**config.mk**
```make
export PLATFORM = sky130hd
export DESIGN_NAME = convolutor
export DESIGN_NICKNAME = d
export VERILOG_FILES = /design/src/rtl/convolutor.sv
export SDC_FILE = /design/constraint.sdc
export NUM_CORES = 2
export LEC_CHECK = 0
export ABC_CLOCK_PERIOD_IN_PS = 6420
export CAP_MARGIN = 5
export CORE_UTILIZATION = 30
export DETAILED_ROUTE_END_ITERATION = 8
export DONT_BUFFER_PORTS = 1
export HOLD_SLACK_MARGIN = 0.12
export PLACE_DENSITY = 0.47
export SYNTH_ARGS = -nofsm -noshare
export SYNTH_HDL_FRONTEND = slang
export SYNTH_SLANG_ARGS = --single-unit
```
**constraint.sdc**
```tcl
create_clock -name clk -period 6.42 [get_ports clk]
set_clock_uncertainty 0.1 [all_clocks]
set_input_delay 1.926 -clock clk [delete_from_list [all_inputs] [get_ports clk]]
set_output_delay 1.926 -clock clk [all_outputs]
set_load 0.005 [all_outputs]
```
**src/rtl/convolutor.sv**
```systemverilog
// Streaming 3x3 convolution (correlation) over raster pixels, valid windows only.
// Optional build macro RELU_EN clamps negative results to zero.
module convolutor #(
    parameter int unsigned DW    = 8,
    parameter int unsigned CW    = 8,
    parameter int unsigned IMG_W = 8,
    parameter int unsigned IMG_H = 8
) (
    input  logic                clk,
    input  logic                rst,
    input  logic [DW-1:0]       pix_in,
    input  logic                pix_valid,
    input  logic                sof,
    input  logic                coef_we,
    input  logic [3:0]          coef_addr,
    input  logic [CW-1:0]       coef_data,
    output logic [DW+CW+4:0]    out_data,
    output logic                out_valid,
    output logic                out_last
);

    localparam int unsigned AW = DW + CW + 5;
    localparam int unsigned XW = (IMG_W > 1) ? $clog2(IMG_W) : 1;
    localparam int unsigned YW = (IMG_H > 1) ? $clog2(IMG_H) : 1;

    logic [XW-1:0]        x, xe;
    logic [YW-1:0]        y, ye;
    logic                 x_end, y_end;

    logic [DW-1:0]        lb0 [IMG_W];
    logic [DW-1:0]        lb1 [IMG_W];
    logic [DW-1:0]        col [3];
    logic [DW-1:0]        w   [9];

    logic                 cw_q;
    logic [3:0]           ca_q;
    logic [CW-1:0]        cd_q;
    logic signed [CW-1:0] k   [9];

    logic signed [AW-1:0] p   [9];
    logic                 v0, l0, v1, l1;
    logic signed [AW-1:0] sum_c, res_c;

    // Effective position of the incoming pixel; sof forces (0,0).
    always_comb begin
        xe    = sof ? '0 : x;
        ye    = sof ? '0 : y;
        x_end = (xe == XW'(IMG_W - 1));
        y_end = (ye == YW'(IMG_H - 1));
    end

    always_ff @(posedge clk or negedge rst) begin
        if (!rst) begin
            x <= '0;
            y <= '0;
        end else if (pix_valid) begin
            x <= x_end ? '0 : xe + XW'(1);
            if (x_end) y <= y_end ? '0 : ye + YW'(1);
            else       y <= ye;
        end
    end

    // lb1 holds row y-1 and lb0 row y-2 at each column; contents need no reset.
    always_ff @(posedge clk) begin
        if (pix_valid) begin
            lb0[xe] <= lb1[xe];
            lb1[xe] <= pix_in;
        end
    end

    always_comb begin
        col[0] = lb0[xe];
        col[1] = lb1[xe];
        col[2] = pix_in;
    end

    // 3x3 window shift register, index r*3+c with c=2 the newest column.
    always_ff @(posedge clk or negedge rst) begin
        if (!rst) begin
            for (int i = 0; i < 9; i++) w[i] <= '0;
            v0 <= 1'b0;
            l0 <= 1'b0;
        end else begin
            if (pix_valid) begin
                for (int r = 0; r < 3; r++) begin
                    w[r*3]   <= w[r*3+1];
                    w[r*3+1] <= w[r*3+2];
                    w[r*3+2] <= col[r];
                end
            end
            v0 <= pix_valid && (xe >= XW'(2)) && (ye >= YW'(2));
            l0 <= pix_valid && x_end && y_end;
        end
    end

    // Writes are staged one cycle so a window captured on the write edge
    // still multiplies with the previous coefficient.
    always_ff @(posedge clk or negedge rst) begin
        if (!rst) begin
            cw_q <= 1'b0;
            ca_q <= '0;
            cd_q <= '0;
            for (int i = 0; i < 9; i++) k[i] <= '0;
        end else begin
            cw_q <= coef_we;
            ca_q <= coef_addr;
            cd_q <= coef_data;
            if (cw_q && (ca_q <= 4'd8)) k[ca_q] <= $signed(cd_q);
        end
    end

    // Stage 1: products of zero-extended pixels and signed coefficients.
    always_ff @(posedge clk or negedge rst) begin
        if (!rst) begin
            for (int i = 0; i < 9; i++) p[i] <= '0;
            v1 <= 1'b0;
            l1 <= 1'b0;
        end else begin
            for (int i = 0; i < 9; i++)
                p[i] <= AW'($signed({1'b0, w[i]})) * AW'(k[i]);
            v1 <= v0;
            l1 <= v0 && l0;
        end
    end

    always_comb begin
        sum_c = '0;
        for (int i = 0; i < 9; i++) sum_c = sum_c + p[i];
`ifdef RELU_EN
        res_c = sum_c[AW-1] ? '0 : sum_c;
`else
        res_c = sum_c;
`endif
    end

    // Stage 2: registered result; data holds between pulses.
    always_ff @(posedge clk or negedge rst) begin
        if (!rst) begin
            out_data  <= '0;
            out_valid <= 1'b0;
            out_last  <= 1'b0;
        end else begin
            out_valid <= v1;
            out_last  <= v1 && l1;
            if (v1) out_data <= res_c;
        end
    end

endmodule

```
# Word level (Yosys, flattened, before mapping)
# Memories as Yosys holds them, arrays and structs flattened. A register that Yosys moved wholly into a read port is not among the register bits.
# Cells that the tools add are included.
[word_totals]
reg_bits = 335
ramBits = 128
memories = 2
out_inout_bits = 23
[classes]
n_addsub = 10
bitwise = 1
multipliers = 9
muxes = 10
eq_ne = 2
n_lt_le_gt_ge = 5
n_reduce_logical = 9
[mem_list]
columns = ["memory", "words", "width", "read_ports", "rd_ports_with_merged_regs", "write_ports", "line", "text"]
rows = [
  ["lb0", 8, 8, 1, 1, 1, "30", "logic [DW-1:0] lb0 [IMG_W];"],
  ["lb1", 8, 8, 1, 0, 1, "31", "logic [DW-1:0] lb1 [IMG_W];"],
]
[ops]
columns = ["operator", "count"]
rows = [
  ["9-bit by 8-bit multiplier with 17-bit output", 9],
  ["21-bit by 17-bit adder with 21-bit output", 4],
  ["72-bit bitwise mux", 1],
  ["8-bit demux with 4-bit select", 1],
  ["20-bit by 17-bit adder with 21-bit output", 1],
  ["19-bit by 17-bit adder with 20-bit output", 1],
  ["18-bit by 17-bit adder with 19-bit output", 1],
  ["17-bit by 17-bit adder with 18-bit output", 1],
  ["3-bit two-way mux", 5],
  ["1-bit logical AND", 8],
  ["8-bit two-way mux", 1],
  ["3-bit by 1-bit adder with 3-bit output (second input constant)", 2],
  ["3-bit == test (second input constant)", 2],
  ["3-bit by 2-bit greater-or-equal comparator with 1-bit output (second input constant)", 2],
  ["5-bit greater-or-equal comparator (second input constant)", 1],
  ["5-bit by 1-bit < comparator with 1-bit output (second input constant)", 1],
  ["4-bit NOT with 5-bit output", 1],
  ["4-bit <= comparator (second input constant)", 1],
  ["1-bit two-way mux", 2],
  ["1-bit logical NOT", 1],
]

# Logic depth before layout (Yosys ltp)
[logic_depth]
depth_word = 8
depth_mapped = 20
mapped_depth_nobuf = 19

# Worst setup path before layout
# Ideal clock, no wire load.
[synth_timing]
path_type = "register to register"
start = "register p[130] in the netlist's numbering"
end = "register out_data[15]"
period_less_slack_ps = 4535
setup_ps = 125
stages_incl_launch_ff = 15
slack_ps = 1885
arrival_ps = 4310
cell_sequence = "dfrtp_1 fa_1 fa_1 fa_1 inv_1 fa_1 inv_1 ha_1 and3_1 a2111o_1 a221oi_2 o21bai_1 a21oi_1 xnor2_1 mux2_4"
[synth_between]
elab_chain_cells = 7
[synth_lines]
columns = ["element", "line", "text"]
rows = [
  ["start: declaration", "40", "logic signed [AW-1:0] p [9];"],
  ["start signal: indexed assignment", "120", "p[i] <= AW'($signed({1'b0, w[i]})) * AW'(k[i]);"],
  ["18-bit by 17-bit adder with 19-bit output", "128", "for (int i = 0; i < 9; i++) sum_c = sum_c + p[i];"],
  ["19-bit by 17-bit adder with 20-bit output", "128", ""],
  ["20-bit by 17-bit adder with 21-bit output", "128", ""],
  ["21-bit by 17-bit adder with 21-bit output (4 in series)", "128", ""],
  ["end signal: assignment", "145", "if (v1) out_data <= res_c;"],
  ["end: declaration", "17", "output logic [DW+CW+4:0] out_data,"],
]
# No other way between the ends.
# A chain may end at the register's enable or synchronous reset.

# Worst setup path after layout
[layout_timing]
start = "register w[29] in the netlist's numbering, read port of lb1"
end = "register p[79] (netlist name)"
[layout_between]
elab_chain_cells = 1
[layout_lines]
columns = ["element", "line", "text"]
rows = [
  ["start: declaration", "33", "logic [DW-1:0] w [9];"],
  ["9-bit by 8-bit multiplier with 17-bit output", "120", ""],
]
# No other way between the ends.

==> impl_metrics.ini <==
[clocking]
holdBufCountCts = 0
cts_root_buf = clkbuf_16
cts_tree = done
clk_latency_ns = 0.69
clk_pin_slew_ns = 0.06
tritoncts.num_buffers = 59
post_cts_buffers = 0
ctsResizeCount = 0
clock_sinks = 471
cts_max_level = 2
clk_path_buf_depth = 3

[global_route]
grt_max_degree = 344
grt_first_pass_wirelength_mm = 158.7
grt_pass1_vias = 26330
grt-ovfl-total = 0
antenna_found_initial = 15
grt_usage_pct = 15.40

[drt]
wl_mm = 100.2
vias_per_cell = 4.486
dr.first_iter.drc_count = 1214
vias = 24740
first_pass_iters = 7
detail-route-antenna-nets = 0
avgRoutedWirePerCell_microns = 18.16
drc = 4

[synthesis]
synth.most_common_cell = inv_1
yosys.cell_types.count = 65
yosys.area.top_type = fa_1
synth_edf_count = 128
synth_area_sq_um = 39730
ys_ff_latch = 471
synthCells = 3722
synth_fp_nets = 4616
yosys_warnings = 0
synth.top_cells.by_area = fa_1 (23%), dfrtp_1 (22%), ha_1 (13%)
synth.avg_cell_area_sq_um = 10.68
ys.flop_type = dfrtp_1
synth_top_area_share_pct = 22.92
ys_seq_area_share_pct = 31.27
yosys-top-cells-count = inv_1 (767), fa_1 (455), ha_1 (414)
async_flop_share_pct = 72.82

[timing]
max_freq_mhz = 187.0
layout_min_cycle_time_ns = 5.348
hold_viol = 0
tns_ns = 0
slew_headroom_pct = 0.7481
finalSetupViolations = 0
slew_violations = 0
tightest_slew_ns = 1.489
fin_crit_sh_pct = 83.30
rsz0062_at_grt = no

[floorplanning]
initial_core_util_pct = 30.22
rows = 133
io_pins = 48
dieArea_sq_um = 133900
die_w_microns = 365.9
die_y_microns = 365.9
core_area_sq_um = 131500

[place]
place_congestion = 0.8187
numPortBuffers = 0
dp_hpwl_mm = 77.02

[setup_path]
crit_arrival_ns = 5.73
start_kind = flop
critPathLaunch = w[29]
reg2reg_from = w[29]
path_max_fanout = 10
crit_required_ns = 6.80
endpoint_kind = flop
worst-setup-path-type = reg -> reg

[cells_and_area]
area_delta_synth_final_pct = 10.45
layout-drive-gt1-share_pct = 7.823
layout.nets = 4605

[flow_run]
cap_violations = 0

[outcome]
outcome = finished with violations
violations = design-rule violations

[min_path]
min_path_type = reg -> reg
hold_path.startpoint = l1
==> critical path, cell delays in order, from the launching register on <==
cell and delay (ns):
dfrtp_1 0.54, and2_1 0.26, fa_1 0.53, inv_1 0.05, fa_1 0.53, inv_1 0.05
fa_1 0.49, fa_1 0.42, ha_1 0.34, o21ai_0 0.12, a21boi_0 0.31, o21ai_1 0.14
a221oi_2 0.43, mux2i_1 0.13, a2111oi_0 0.68
==> layout by cell type (no fill, tap or decap), types with 23 or more instances in the layout <==
cell type	Yosys	routed
dfrtp_1	343	343
ha_1	414	414
nor3_1	26	26
xnor2_1	79	79
a21oi_1	96	96
mux2_2	153	153
mux2i_1	29	29
nand2b_1	49	49
nor2_1	142	142
nor2b_1	29	29
a21o_1	29	29
and2_1	302	302
clkbuf_16	0	59
nand2_1	277	277
edfxtp_1	128	128
o21ai_0	74	74
fa_1	455	455
inv_1	767	767
xor2_1	23	23
==> cell type report <==
| type | instances | area (sq um) |
|---|---|---|
| clock inverters | 34 | 594.3 |
| fillers | 13500 | 87580 |
| repair buffers | 18 | 135.1 |
| clock buffers | 74 | 1563 |
| multi-input cells | 2392 | 24080 |
| inverters | 769 | 2887 |
| diodes | 3 | 7.507 |
| well taps | 1755 | 2196 |
| flip-flops and latches | 471 | 12430 |
==> per-stage QoR <==
step | hold WS [ns] | util (%) | instance area [sq um] | instances | worst slack, ns
floorplan | 0.2467 | - | 39730 | 3722 | 1.885
global placement | 0.3575 | 31.74 | 41720 | 5405 | 1.097
detailed placement | 0.3665 | 31.74 | 41720 | 5405 | 1.043
CTS | 0.3801 | 33.38 | 43880 | 5513 | 1.006
global route | 0.3934 | 33.38 | 43880 | 5513 | 0.7262
finish | 0.3794 | 33.38 | 43890 | 5516 | 1.072
==> flip-flops by register name, indices dropped and copies added (netlist names) <==
register,cells
k,72
cd_q,8
lb0,64
w,72
ca_q,4
out_data,21
v1,1
y,3
cw_q,1
out_valid,1
l1,1
lb1,64
v0,1
out_last,1
x,3
p,153
l0,1
==> kinds of logic (layout without fill, tap and decap cells) <==
group,Yosys count,count (layout),share of synthesized area (%)
AOI/OAI and AO/OA,329,329,5.303
buffers and inverters,859,895,8.124
xor gates and xnor gates,102,102,2.248
and+or+nand+nor,901,901,11.53
DFF,471,471,31.27
other,0,3,0
muxes,191,191,5.558
adders and majority gates,869,869,35.96
==> final timing paths <==
| path | endpoint | slack, ns | cells past startpoint |
|---|---|---|---|
| worst max-delay path | p[79] | 1.07 | 14 |
| worst min-delay path | out_last | 0.38 | 1 |
| worst max register to register | p[79] | 1.07 | 14 |
| worst min register to register | out_last | 0.38 | 1 |
| max in group asynchronous | out_data[20] | 4.15 | 0 |
| min in group asynchronous | ca_q[3] | 0.94 | 0 |
==> layer usage <==
metal	global-route usage [%]	wire, microns	vias up
li1	-	-	11750
met1	21.86	48390	12510
met2	24.49	45340	356
met3	2.165	4113	118
met4	4.088	2304	6
met5	0	34	-
Power is not shown: default switching activity piles up to over one toggle a cycle in this logic, so the estimate is an artifact.
